File: src/rtl/program_loader.sv
// ---------------------------------------------------------------------------
// program_loader : framed byte-stream boot loader for the stack CPU program RAM
// Revision 1.0
// ---------------------------------------------------------------------------
`default_nettype none

module program_loader #(
  parameter int AWIDTH = 10
) (
  input  logic              clk,
  input  logic              rst,
  input  logic              start,
  input  logic              in_valid,
  input  logic [7:0]        in_data,
  output logic              in_ready,
  output logic              mem_wr,
  output logic [AWIDTH-1:0] mem_addr,
  output logic [15:0]       mem_data,
  output logic              cpu_hold,
  output logic              busy,
  output logic              done,
  output logic              error,
  output logic [AWIDTH:0]   words_loaded
);

  localparam logic [3:0] S_IDLE    = 4'd0;
  localparam logic [3:0] S_CNT_HI  = 4'd1;
  localparam logic [3:0] S_CNT_LO  = 4'd2;
  localparam logic [3:0] S_DATA_HI = 4'd3;
  localparam logic [3:0] S_DATA_LO = 4'd4;
  localparam logic [3:0] S_WRITE   = 4'd5;
  localparam logic [3:0] S_CHECK   = 4'd6;
  localparam logic [3:0] S_DONE    = 4'd7;
  localparam logic [3:0] S_ERROR   = 4'd8;

  localparam logic [16:0] C_MAX_WORDS = 17'd1 << AWIDTH;

  logic [3:0]        state_q, state_d;
  logic [AWIDTH-1:0] mem_addr_q, mem_addr_d;
  logic [15:0]       mem_data_q, mem_data_d;
  logic [AWIDTH:0]   words_q, words_d;
  logic [AWIDTH:0]   remaining_q, remaining_d;
  logic [7:0]        acc_q, acc_d;
  logic [7:0]        cnt_hi_q, cnt_hi_d;
  logic              cpu_hold_q, cpu_hold_d;
  logic              busy_q, busy_d;
  logic              done_q, done_d;
  logic              error_q, error_d;

  logic        w_xfer;
  logic        w_start;
  logic [15:0] w_count;

  assign w_xfer  = in_valid & in_ready;
  assign w_start = start & ((state_q == S_IDLE) | (state_q == S_DONE) | (state_q == S_ERROR));
  assign w_count = {cnt_hi_q, in_data};

  always_ff @(posedge clk or negedge rst) begin
    if (!rst) begin
      state_q     <= S_IDLE;
      mem_addr_q  <= '0;
      mem_data_q  <= '0;
      words_q     <= '0;
      remaining_q <= '0;
      acc_q       <= '0;
      cnt_hi_q    <= '0;
      cpu_hold_q  <= 1'b1;
      busy_q      <= 1'b0;
      done_q      <= 1'b0;
      error_q     <= 1'b0;
    end else begin
      state_q     <= state_d;
      mem_addr_q  <= mem_addr_d;
      mem_data_q  <= mem_data_d;
      words_q     <= words_d;
      remaining_q <= remaining_d;
      acc_q       <= acc_d;
      cnt_hi_q    <= cnt_hi_d;
      cpu_hold_q  <= cpu_hold_d;
      busy_q      <= busy_d;
      done_q      <= done_d;
      error_q     <= error_d;
    end
  end

  always_comb begin
    state_d = state_q;
    case (state_q)
      S_IDLE, S_DONE, S_ERROR: if (start) state_d = S_CNT_HI;
      S_CNT_HI:  if (w_xfer) state_d = S_CNT_LO;
      S_CNT_LO: begin
        if (w_xfer) begin
          if ({1'b0, w_count} > C_MAX_WORDS) state_d = S_ERROR;
          else if (w_count == 16'd0)         state_d = S_CHECK;
          else                               state_d = S_DATA_HI;
        end
      end
      S_DATA_HI: if (w_xfer) state_d = S_DATA_LO;
      S_DATA_LO: if (w_xfer) state_d = S_WRITE;
      S_WRITE:   state_d = (remaining_q == (AWIDTH+1)'(1)) ? S_CHECK : S_DATA_HI;
      S_CHECK:   if (w_xfer) state_d = (in_data == acc_q) ? S_DONE : S_ERROR;
      default:   state_d = S_IDLE;
    endcase
  end

  always_comb begin
    mem_addr_d  = mem_addr_q;
    mem_data_d  = mem_data_q;
    words_d     = words_q;
    remaining_d = remaining_q;
    acc_d       = acc_q;
    cnt_hi_d    = cnt_hi_q;
    cpu_hold_d  = cpu_hold_q;
    busy_d      = busy_q;
    done_d      = done_q;
    error_d     = error_q;

    if (w_start) begin
      mem_addr_d = '0;
      words_d    = '0;
      acc_d      = '0;
      cpu_hold_d = 1'b1;
      busy_d     = 1'b1;
      done_d     = 1'b0;
      error_d    = 1'b0;
    end

    // The checksum byte itself is compared, never accumulated.
    if (w_xfer && (state_q != S_CHECK)) acc_d = acc_q ^ in_data;

    case (state_q)
      S_CNT_HI: if (w_xfer) cnt_hi_d = in_data;
      S_CNT_LO: begin
        if (w_xfer) begin
          remaining_d = w_count[AWIDTH:0];
          if ({1'b0, w_count} > C_MAX_WORDS) begin
            busy_d  = 1'b0;
            error_d = 1'b1;
          end
        end
      end
      S_DATA_HI: if (w_xfer) mem_data_d[15:8] = in_data;
      S_DATA_LO: if (w_xfer) mem_data_d[7:0]  = in_data;
      S_WRITE: begin
        mem_addr_d  = mem_addr_q + AWIDTH'(1);
        words_d     = words_q + (AWIDTH+1)'(1);
        remaining_d = remaining_q - (AWIDTH+1)'(1);
      end
      S_CHECK: begin
        if (w_xfer) begin
          busy_d = 1'b0;
          if (in_data == acc_q) begin
            done_d     = 1'b1;
            cpu_hold_d = 1'b0;
          end else begin
            error_d = 1'b1;
          end
        end
      end
      default: ;
    endcase
  end

  always_comb begin
    in_ready = (state_q == S_CNT_HI) | (state_q == S_CNT_LO) | (state_q == S_DATA_HI) |
               (state_q == S_DATA_LO) | (state_q == S_CHECK);
    mem_wr   = (state_q == S_WRITE);
  end

  assign mem_addr     = mem_addr_q;
  assign mem_data     = mem_data_q;
  assign words_loaded = words_q;
  assign cpu_hold     = cpu_hold_q;
  assign busy         = busy_q;
  assign done         = done_q;
  assign error        = error_q;

endmodule

`default_nettype wire

File: config.mk
export PLATFORM = sky130hd
export DESIGN_NAME = program_loader
export DESIGN_NICKNAME = d
export VERILOG_FILES = /design/src/rtl/program_loader.sv
export SDC_FILE = /design/constraint.sdc
export NUM_CORES = 1
export LEC_CHECK = 0
export CELL_PAD_IN_SITES_DETAIL_PLACEMENT = 1
export CELL_PAD_IN_SITES_GLOBAL_PLACEMENT = 1
export CORE_UTILIZATION = 45
export CTS_CLUSTER_SIZE = 28
export DETAILED_ROUTE_END_ITERATION = 10
export PLACE_DENSITY = 0.87
export SLEW_MARGIN = 0
export SYNTH_ARGS = -nofsm -noshare
export SYNTH_HDL_FRONTEND = slang
export SYNTH_SLANG_ARGS = --single-unit
File: constraint.sdc
create_clock -name clk -period 5.5 [get_ports clk]
set_input_delay 1.65 -clock clk [delete_from_list [all_inputs] [get_ports clk]]
set_output_delay 1.65 -clock clk [all_outputs]
set_load 0.02 [all_outputs]
==> results of run 1 <==
-- power by group --
part / total (mW) / internal (mW) / switching [mW]
Combinational: 0.998 / 0.466 / 0.532
Sequential: 0.930 / 0.727 / 0.204
Clock: 0.416 / 0.219 / 0.197
-- worst max-delay path, stage by stage (launching register included) --
cell                              delay (ns)
sky130_fd_sc_hd__dfrtp_1                0.67
sky130_fd_sc_hd__nand4bb_1              0.16
sky130_fd_sc_hd__buf_4                  0.22
sky130_fd_sc_hd__inv_1                  0.48
sky130_fd_sc_hd__clkdlybuf4s50_1        0.72
-- synthesized netlist by cell type (all sizes together) (5+ instances only) --
master,count,area share
nor3,5,0.0069
o21ai,43,0.060
nand3,23,0.032
mux2,25,0.078
inv,7,0.0073
buf,10,0.020
nand2b,10,0.017
xor2,8,0.019
dfrtp,71,0.49
nand2,35,0.036
clkbuf,15,0.016
a31oi,6,0.010
nor2b,5,0.0087
nor2,29,0.030
a21oi,8,0.011
and3,7,0.012
nand4,10,0.017
-- layer usage --
layer / up-vias / track usage
met5: - / 0
met2: 65 / 0.396
li1: 1396 / -
met3: 4 / 0.0461
met1: 1515 / 0.299
met4: 0 / 0.0675
-- sequential cells by signal, summed over array words and instances, names as in the netlist --
signal and cells:
mem_data 16, remaining_q 11, words_loaded 11, mem_addr 10, acc_q 8, cnt_hi_q 8, state_q 4, busy 1
cpu_hold 1, done 1, error 1
-- cell type report --
cell class                      instances  area share
Inverter                                7     0.00603
Tap cell                              102      0.0293
Timing Repair Buffer                   56       0.126
Multi-Input combinational cell        262       0.380
Sequential cell                        72       0.414
Clock inverter                          5      0.0129
Clock buffer                           10      0.0316
-- through the flow --
stage	worst slack (ns)	hold slack [ns]	instance area, sq um	util	power (mW)
2_1_floorplan	2.51	0.478	3610	-	1.59
3_3_place_gp	1.70	0.454	4160	0.538	1.87
3_5_place_dp	1.61	0.458	4160	0.538	1.94
4_1_cts	1.23	0.469	4350	0.563	2.37
5_1_grt	1.03	0.509	4350	0.563	2.51
6_report	1.25	0.470	4350	0.563	2.34
-- worst min path at each step --
stage                       to  slack [ns]  cells past startpoint
6_report              cpu_hold        0.47                      2
5_1_grt               cpu_hold        0.51                      2
4_1_cts               cpu_hold        0.47                      2
3_5_place_dp          cpu_hold        0.46                      2
3_3_place_gp          cpu_hold        0.45                      2
2_1_floorplan  remaining_q[10]        0.48                      1
-- kinds of logic after synthesis --
| kind of cell | after synthesis |
|---|---|
| and+or+nand+nor | 140 |
| AOI/OAI and AO/OA | 79 |
| DFF | 72 |
| buffers and inverters | 32 |
| muxes | 29 |
| xor gates and xnor gates | 10 |
| adders and majority gates | 4 |
==> impl.org, run 1 <==
** Clocking
- Total clock buffers created by CTS :: 9
- The H-tree generated during clock tree synthesis spans 3 levels.
- Hold bufs inserted after CTS :: 0
- CTS tree :: done
- Number of setup buffers added after CTS :: 0
- The clock reaches the later pin of the worst-skew pair after 0.34 ns.
- The tree built by TritonCTS fans out to 72 sinks.
- The cell sitting at the root of the clock tree is a sky130_fd_sc_hd__clkbuf_8.
- After clock tree synthesis, the clock-pin slew on the worst setup and hold paths is 0.08 ns.
- Post-CTS sizing :: 0
- Clock Tree Buf Depth :: 2

** Critical path
- Terminus of the critical flop-to-flop path :: words_loaded[10]
- Worst setup path end :: mem_wr
- Internal reg-to-reg setup slack :: 3.12 ns
- Worst endpoint data arrival time :: 2.60 ns
- Start point of the critical path :: state_q[0]
- Critical Path RT :: 3.85 ns
- The worst register-to-register path begins at state_q[0].
- STA classifies the critical path endpoint as a primary output.
- Count of cells along the worst register-to-register path :: 7
- STA classifies the critical path startpoint as a register.
- Worst Setup Path Type :: register to primary output
- Critical path fanouts, max :: 21

** Detailed routing
- Dividing the detail-routed via count by the number of cells gives 5.80.
- Iteration-0 DRC count of the detailed router :: 177
- For this run, design rule violations remaining after detail routing come to 0.
- For this block, wires on met1 add up to 3960 um.
- After detailed routing, the met2 layer carries 4580 um of wire.
- Average wire per standard cell :: 17.5 um
- The routed design has 8980 um of wire.
- The first detailed-routing pass took 4 iterations.
- Routed wl met3 :: 382 um
- The detailed router used layers up to and including met4.
- For this block, the via count after detailed routing is 2980.
- Count of nets left with antenna violations after detail routing :: 0

** Layout
- The area growth from synthesis to layout is 20.5%.
- Diode count :: 0
- Area used by multi-input combinational logic :: 1650 sq um
- Count of nets after finishing :: 424
- Commonest non-fill, non-tap cell in the layout :: sky130_fd_sc_hd__dfrtp_1
- The sequential cells in the finished layout cover a total of 1800 sq um.
- In the final layout, the share of cells above drive strength 1 is 0.124.
- The filler cells instantiated in the layout total 877.
- The finished layout holds 514 standard cells, fillers aside.
- Leading cell types in the layout, fill and taps excluded :: 71 x sky130_fd_sc_hd__dfrtp_1, 53 x sky130_fd_sc_hd__clkdlybuf4s50_1, 35 x sky130_fd_sc_hd__nand2_1, 29 x sky130_fd_sc_hd__nor2_1, 25 x sky130_fd_sc_hd__mux2_2

** Global routing
- Global routing finished with a remaining overflow of 0.
- Number of antenna violations at the first check in global routing :: 0
- Global-route wire length before repair :: 15200 um
- Entering global routing, the biggest net connects 47 pins.
- The via count of the first global-routing pass is 3125.
- In the global route stage, overall resource usage came out at 0.232.

** Yosys
- Counting every instance in the synthesized netlist gives 366.
- Most common flop cell mapped by yosys :: sky130_fd_sc_hd__dfrtp_1
- Number of library cell types mapped by synthesis :: 49
- Yosys printed 0 warnings.
- Synthesized-area fraction occupied by xor and xnor cells :: 0.0242
- Synthesized area per cell :: 9.87 sq um
- Synthesis inferred 72 register bits.
- By area, the combinational part of the netlist is dominated by simple AND/OR/NAND/NOR gates.
- The cell area that synthesis handed to floorplanning was 3610 sq um.
- When the netlist entered floorplanning its net count stood at 382.
- Of the post-synthesis cell area, the part taken by muxes is 0.0890.
- Compound-cell area share of the yosys netlist :: 0.134
- Of all flip-flops after synthesis, the portion carrying an async set or reset was 1.00.
- Of the total synthesized cell area, the portion taken by AND, OR, NAND and NOR gates is 0.196.
- Counting flops with a built-in enable in the synthesized netlist gives 0.
- Sequential element share of the synthesized area :: 0.499
- Adder-cell share of the synthesized area :: 0.0139

** Run status
- Outcome :: finished clean

** Placed design
- Post-placement cell count :: 499
- Port Buffer Count :: 54
- Detailed placement finished with a half-perimeter wire length of 6350 um.
- RD Place Congestion :: 0.893

** Worst hold path
- Class of the tightest hold or removal check :: register to register
- The startpoint identified for the worst hold timing path is cpu_hold.

** Timing
- Worst slew margin relative to its limit :: 0.293
- Measured slew at the worst slew-check pin :: 1.06 ns
- Setup repair after global routing left no endpoint under its margin.
- Number of failing hold endpoints at the final stage :: 0
- After layout, the minimum clock period comes to 4.25 ns.
- Maximum clock rate :: 235 MHz
- Worst clock skew on the final layout :: 0.0105 ns
- Of the available clock period, the critical path in the final layout requires 0.773.
- Setup violations remaining at the end of the flow were counted as 0.
- Final TNS setup :: 0 ns
- The number of max-slew violations in the final report was 0.

** Power and ir drop
- Power Dens Cells :: 538 nW/um^2
- For this design the static power due to leakage is 1.84 nW.
- The worst-case IR drop observed on VDD is 0.285 mV.

** Floorplanning
- Area of the core region :: 7730 sq um
- The initial utilization of the core area, before any placement, comes to 0.467.
- The die is 91.6 um tall.
- DIE WIDTH :: 91.6 um
- The initialized floorplan defines 32 standard-cell rows.
- For this design the top-level I/O count stands at 55.
- Die Area :: 8390 sq um

** Flow run
- Max-cap violations :: 0
No activity file was read; power rests on OpenSTA's default activity.
==> run 2: changes to the inputs <==
- CORE_UTILIZATION: 45 -> 38
- PLACE_DENSITY: 0.87 -> 0.79
- clock period: 5.5 -> 3.9 ns (I/O delays scaled with it)
==> run 2 against run 1 <==
Sequential power up 42%. Core utilization down 7.9 points. Global-route usage down 2.4 points. First-iteration DRC count down 45%. Sequential cell count unchanged. Clock power up 75%. Critical path type unchanged. Critical endpoint is now in_ready. Largest cell class unchanged.
==> impl.org, run 2 (same netlist as run 1, synthesis figures left out) <==
** Layout
- Largest register FFs :: 16 (unchanged)
- The area growth from synthesis to layout is 24.0%.
- Commonest non-fill, non-tap cell in the layout :: sky130_fd_sc_hd__dfrtp_1
- The final standard cell utilization of the core was 0.485 (-0.0787).
- The total inserted antenna cells is 0 (unchanged).
- The number of nets in the layout was 428 (+0.94%).
- The library cells used most frequently in the layout, excluding fill and tap cells, are 71 x sky130_fd_sc_hd__dfrtp_1, 53 x sky130_fd_sc_hd__clkdlybuf4s50_1, 35 x sky130_fd_sc_hd__nand2_1, 29 x sky130_fd_sc_hd__nor2_1, 25 x sky130_fd_sc_hd__mux2_2.
- Ratio of cells with drive above 1 in the final layout :: 0.132 (+0.00843)

** Clocking
- Clock Pin Slew Worst Setup and Hold Paths :: 0.07 ns (about the same)
- The CTS H-tree depth came to 3 (unchanged).
- TritonCTS built the clock tree.
- Hold bufs inserted after CTS :: 0 (unchanged)
- The insertion delay to the later sink of the worst-skew pair is 0.35 ns (about the same).
- Count of clock tree sinks :: 72 (unchanged)
- The total of cells resized after clock tree synthesis is 0 (unchanged).
- Clock Tree Buf Depth :: 2 (unchanged)
- The number of CTS-inserted buffers came to 9 (unchanged).
- Clk Tree Root Cell :: sky130_fd_sc_hd__clkbuf_8
- The number of setup buffers added after CTS is 0 (unchanged).

** Global routing
- The initial antenna violation count came to 0 (unchanged).
- The overall overflow remaining after global route is 0 (unchanged).
- The via count of the first global-routing pass came to 3194 (+2.2%).
- The pin count of the biggest net entering global routing came to 38 (-19%).
- The global-route wire length before repair was 16100 um (+5.9%).
- Overall routing resource usage :: 0.208 (-0.0240)

** Floorplanning
- Die Area :: 9900 sq um (+18%)
- The number of placement rows is 35 (+9.4%).
- Number of top-level pins :: 55 (unchanged)
- DIE WIDTH :: 99.5 um (+8.6%)
- Initial standard-cell utilization of the core :: 0.391 (-0.0765)
- Area of the core region :: 9240 sq um (+20%)
- The die boundary height is 99.5 um (+8.6%).

** Timing
- Maximum clock rate :: 297 MHz
- Final TNS setup :: 0 ns (unchanged)
- The count of final hold-check violations came to 0 (unchanged).
- Final setup viols :: 0 (unchanged)
- Setup repair after global routing left no endpoint under its margin.
- Measured slew at the worst slew-check pin :: 0.851 ns (-0.209 ns)
- The headroom to the max-slew limit came to 0.432 (+0.139).
- The number of max-slew violations in the final report came to 0 (unchanged).
- The worst-case clock skew was 0.0137 ns (+0.00316 ns).
- Minimum clock period after layout :: 3.37 ns
- Tcrit/Tclk final :: 0.864

** Power and ir drop
- Net Switching :: 1.34 mW (+44%)
- The fraction of power spent switching nets came to 0.387 (-0.0110).
- The power density normalized to cell area came to 777 nW/um^2 (+44%).
- The share of total power in sequential cells came to 0.378 (-0.019).
- Static Leakage :: 1.88 nW (+2.2%)
- The post-layout total power is 3.48 mW (+48%).
- Clock Power Share :: 0.209 (+0.032)
- The internal portion of total power is 2.13 mW (+51%).
- The combinational power share came to 0.413 (-0.013).
- Maximum vdd ir drop :: 0.326 mV (+14%)

** Critical path
- Worst Setup Path Type :: register to primary output
- The most critical setup path has its startpoint at state_q[0].
- Reg2Reg Launch Point :: state_q[0]
- Internal reg-to-reg setup slack :: 1.62 ns (-1.50 ns)
- Critical Path RT :: 2.73 ns (-1.12 ns)
- Count of cells along the worst register-to-register path :: 5 (-2)
- Critical path fanouts, max :: 18 (-14%)
- Kind of capture point of the worst setup path :: primary output
- STA classifies the critical path startpoint as a register.
- The worst register-to-register path ends at words_loaded[3].
- The data arrival time of the worst path was 2.20 ns (-0.40 ns).
- In this run the worst setup path terminates at in_ready.

** Detailed routing
- The number of design-rule violations left by the first detailed-router iteration was 98 (-45%).
- Count of nets left with antenna violations after detail routing :: 0 (unchanged)
- Routed vias :: 3030 (+1.7%)
- The ratio of routed vias to standard cells came to 5.56 (-4.1%).
- DR pass1 iterations :: 4 (unchanged)
- The number of remaining DRC errors came to 0 (unchanged).
- The routed wire length per instance was 17.6 um (+0.70%).
- Post-Route WL :: 9590 um (+6.8%)

** Placed design
- Port Buffer Count :: 54 (unchanged)
- The HPWL after detailed placement is 6470 um (+2.0%).
- RD Place Congestion :: 0.774 (-13%)

** Run status
- The flow ran to the end, and the final reports show no timing, DRC or antenna violations.

** Worst hold path
- Class of the tightest hold or removal check :: register to register

** Flow run
- The total of max-cap violations is 0 (unchanged).
==> run 2: area by class of cell <==
class	instances	area, sq um
tap	129	161
sequential	72	1800
inverter	7	26.3
multi-input combinational	262	1650
clock buffer	10	138
fill	1043	4760
clock inverter	5	105
timing repair buffer	60	593
==> run 2: routing by layer <==
layer	track usage	vias to the layer above	share of wire
li1	-	1393	-
met1	0.272	1532	0.45
met2	0.348	90	0.48
met3	0.0358	15	0.049
met4	0.0758	0	0.017
met5	0	-	0
==> run 2: power by group through the flow <==
| stage | logic, mW | registers (mW) | clock network, mW |
|---|---|---|---|
| 2_1_floorplan | 0.882 | 1.36 | 0 |
| 5_1_grt | 1.57 | 1.36 | 0.769 |
| 6_report | 1.44 | 1.32 | 0.726 |
| 3_5_place_dp | 1.43 | 1.32 | 0 |
| 3_3_place_gp | 1.38 | 1.31 | 0 |
| 4_1_cts | 1.45 | 1.32 | 0.741 |
==> run 2: per-stage QoR <==
step	setup WS [ns]	std cells	area [sq um]	hold slack, ns
after floorplan	1.39	366	3610	0.478
after global placement	0.780	530	4240	0.459
after detailed placement	0.721	530	4240	0.471
after CTS	0.533	545	4480	0.482
after global routing	0.454	545	4480	0.499
final	0.531	545	4480	0.478
==> run 2: critical path, stage by stage, from the launching register on <==
cell and delay [ns]:
sky130_fd_sc_hd__dfrtp_1 0.58, sky130_fd_sc_hd__or3_1 0.54, sky130_fd_sc_hd__and3_1 0.21, sky130_fd_sc_hd__clkdlybuf4s50_1 0.53
==> run 2: worst min-delay path by stage <==
stage / startpoint / endpoint / slack [ns] / cells past startpoint
after floorplan: remaining_q[10] / remaining_q[10] / 0.48 / 1
after global placement: cpu_hold / cpu_hold / 0.46 / 2
after detailed placement: cpu_hold / cpu_hold / 0.47 / 2
after CTS: cpu_hold / cpu_hold / 0.48 / 2
after global routing: cpu_hold / cpu_hold / 0.50 / 2
final: cpu_hold / cpu_hold / 0.48 / 2
==> run 3: changes to the inputs <==
--- a/config.mk
+++ b/config.mk
@@ -8,8 +8,8 @@
 export CELL_PAD_IN_SITES_DETAIL_PLACEMENT = 1
 export CELL_PAD_IN_SITES_GLOBAL_PLACEMENT = 1
-export CORE_UTILIZATION = 38
+export CORE_UTILIZATION = 45
 export CTS_CLUSTER_SIZE = 28
 export DETAILED_ROUTE_END_ITERATION = 10
-export PLACE_DENSITY = 0.79
+export PLACE_DENSITY = 0.86
 export SLEW_MARGIN = 0
 export SYNTH_ARGS = -nofsm -noshare
==> constraint.sdc (replaced) <==
create_clock -name clk -period 4.12 [get_ports clk]
set_input_delay 0.412 -clock clk [delete_from_list [all_inputs] [get_ports clk]]
set_output_delay 0.412 -clock clk [all_outputs]
set_load 0.02 [all_outputs]
==> run 3 against run 2 <==
Total power is 8.9% lower. Wire length is 6.2% lower. Sequential power is 7% lower. Die area shrank 15%. Critical path depth increased by 1. Critical path type unchanged. Critical endpoint is now mem_wr. Largest cell class unchanged. Largest power group unchanged.
==> impl.org, run 3 (same netlist as run 1, synthesis figures left out) <==
** Detailed routing
- The number of nets with antenna violations after routing was 0 (unchanged).
- Average wire per standard cell :: 17.5 um (-0.75%)
- The number of design-rule violations left by the first detailed-router iteration came to 97 (-1.0%).
- DR pass1 iterations :: 4 (unchanged)
- The routed wire length on met2 was 4290 um (-7.1%).
- The met3 wirelength from detailed routing was 478 um (+2.6%).
- The number of remaining DRC errors came to 0 (unchanged).
- The ratio of routed vias to standard cells was 5.81 (+4.4%).
- Signal routing reaches up to met4.
- M1 wire length :: 3980 um (-8.3%)
- The total length of routed wires is 8990 um (-6.2%).
- The via count of the routed design is 2990 (-1.3%).

** Floorplanning
- Die Area :: 8390 sq um (-15%)
- The overall die width came to 91.6 um (-7.9%).
- Initial standard-cell utilization of the core :: 0.467 (+0.0765)
- The total core area came to 7730 sq um (-16%).
- The I/O pin count is 55 (unchanged).
- Site row count :: 32 (-8.6%)
- The die boundary height came to 91.6 um (-7.9%).

** Timing
- The post-layout worst setup margin came to 1.08 ns (+0.547 ns).
- The transition at the pin with the smallest max-transition slack came to 1.10 ns (+0.248 ns).
- The setup violation total in the final timing report came to 0 (unchanged).
- Maximum clock rate :: 329 MHz
- The final sum of negative setup slack is 0 ns (unchanged).
- The count of final hold-check violations is 0 (unchanged).
- The worst-case clock skew was 0.00730 ns (-0.00640 ns).
- Slew Viols, Final :: 0 (unchanged)
- After layout, the minimum clock period comes to 3.04 ns.
- Setup repair after global routing left no endpoint under its margin.
- Worst slew margin relative to its limit :: 0.267 (-0.165)
- Dividing the final minimum period by the clock period gives 0.738.

** Global routing
- The overall global routing resource usage came to 0.236 (+0.0281).
- The overall overflow remaining after global route was 0 (unchanged).
- The via count of the first global-routing pass was 3051 (-4.5%).
- The initial antenna violation count was 0 (unchanged).
- Global-route wire length before repair :: 15200 um (-5.9%)
- The pin count of the biggest net entering global routing came to 48 (+26%).

** Layout
- Fill cells :: 889 (-15%)
- Area Growth Syn to Fin :: 21.2%
- Final design utilization :: 0.567 (+0.0818)
- The number of nets in the layout is 424 (-0.93%).
- Post-route standard cell area excluding fillers :: 4380 sq um (-2.3%)
- Commonest non-fill, non-tap cell in the layout :: sky130_fd_sc_hd__dfrtp_1
- Ratio of cells with drive above 1 in the final layout :: 0.123 (-0.00872)
- The top cell types in the final layout, fill and taps aside, are 71 x sky130_fd_sc_hd__dfrtp_1, 53 x sky130_fd_sc_hd__clkdlybuf4s50_1, 35 x sky130_fd_sc_hd__nand2_1, 29 x sky130_fd_sc_hd__nor2_1, 25 x sky130_fd_sc_hd__mux2_2.
- Diode count :: 0 (unchanged)
- Largest register FFs :: 16 (unchanged)

** Clocking
- Clock Pin Slew Worst Setup and Hold Paths :: 0.08 ns (about the same)
- Post-CTS sizing :: 0 (unchanged)
- Hold bufs inserted after CTS :: 0 (unchanged)
- The insertion delay to the later sink of the worst-skew pair came to 0.35 ns (about the same).
- CTS tree :: done
- The worst-case clock buffer depth was 2 (unchanged).
- Clk Tree Root Cell :: sky130_fd_sc_hd__clkbuf_8
- The number of setup buffers added after CTS came to 0 (unchanged).
- Level count of the clock H-tree :: 3 (unchanged)
- The number of CTS-inserted buffers came to 9 (unchanged).
- The number of sinks handled by clock tree synthesis came to 72 (unchanged).

** Critical path
- Critical path fanouts, max :: 21 (+3)
- Worst endpoint data arrival time :: 2.63 ns (+0.43 ns)
- Critical Path RT :: 3.71 ns (+0.98 ns)
- Reg2Reg Launch Point :: state_q[0]
- Internal reg-to-reg setup slack :: 1.72 ns (+0.10 ns)
- Start point of the critical path :: state_q[0]
- Worst setup SP type :: register
- The setup path with the least slack is of type register to primary output.
- The worst setup path is captured at a primary output.

** Placed design
- Total half-perimeter wirelength after legalization and detailed placement :: 6190 um (-4.4%)
- Cell area after placement :: 4160 sq um (-1.8%)
- Worst setup timing slack at the placement stage :: 1.45 ns (+0.732 ns)
- RD Place Congestion :: 0.865 (+12%)
- Port Buffer Count :: 54 (unchanged)

** Power and ir drop
- Maximum vdd ir drop :: 0.368 mV (+13%)
- Power Dens Cells :: 724 nW/um^2 (-6.7%)
- The post-layout total power came to 3.17 mW (-8.9%).
- Static Leakage :: 1.85 nW (-1.4%)

** Worst hold path
- The min-delay analysis places its worst path in the category input pin to async pin.

** Flow run
- Max-cap violations :: 0 (unchanged)

** Run status
- The run finished with clean final reports.
-- run 3: final timing paths --
path                                    end  cells after the start
max                                  mem_wr                      4
min                              state_q[1]                      1
max reg2reg                words_loaded[10]                      7
min reg2reg                words_loaded[10]                      1
max in group asynchronous          acc_q[7]                      2
min in group clk           words_loaded[10]                      1
-- run 3: area by class of cell --
| type | count | area (sq um) | share of cell area |
|---|---|---|---|
| flip-flops and latches | 72 | 1800 | 0.412 |
| multi-input cells | 262 | 1650 | 0.378 |
| repair buffers | 56 | 551 | 0.126 |
| clock buffers | 14 | 183 | 0.0417 |
| well taps | 102 | 128 | 0.0292 |
| clock inverters | 2 | 35.0 | 0.00800 |
| inverters | 7 | 26.3 | 0.00600 |
-- run 3: worst max-delay path: stages (launching register included) --
cell                              delay [ns]
sky130_fd_sc_hd__dfrtp_1                0.66
sky130_fd_sc_hd__nand4bb_1              0.17
sky130_fd_sc_hd__buf_4                  0.23
sky130_fd_sc_hd__inv_1                  0.49
sky130_fd_sc_hd__clkdlybuf4s50_1        0.73
-- run 3: report_power, final --
part / total [mW] / internal (mW) / switching, mW
clock network: 0.606 / 0.346 / 0.261
registers: 1.23 / 0.970 / 0.263
logic: 1.33 / 0.622 / 0.709
-- run 3: metrics by stage --
step,hold WS (ns),std cells
floorplan,0.116,366
global placement,0.453,499
detailed placement,0.465,499
CTS,0.283,515
global route,0.333,515
finish,0.259,515
-- run 3: routing by layer --
layer | track usage | up-vias
li1 | - | 1386
met1 | 0.306 | 1500
met2 | 0.370 | 87
met3 | 0.0595 | 17
met4 | 0.112 | 0
met5 | 0 | -
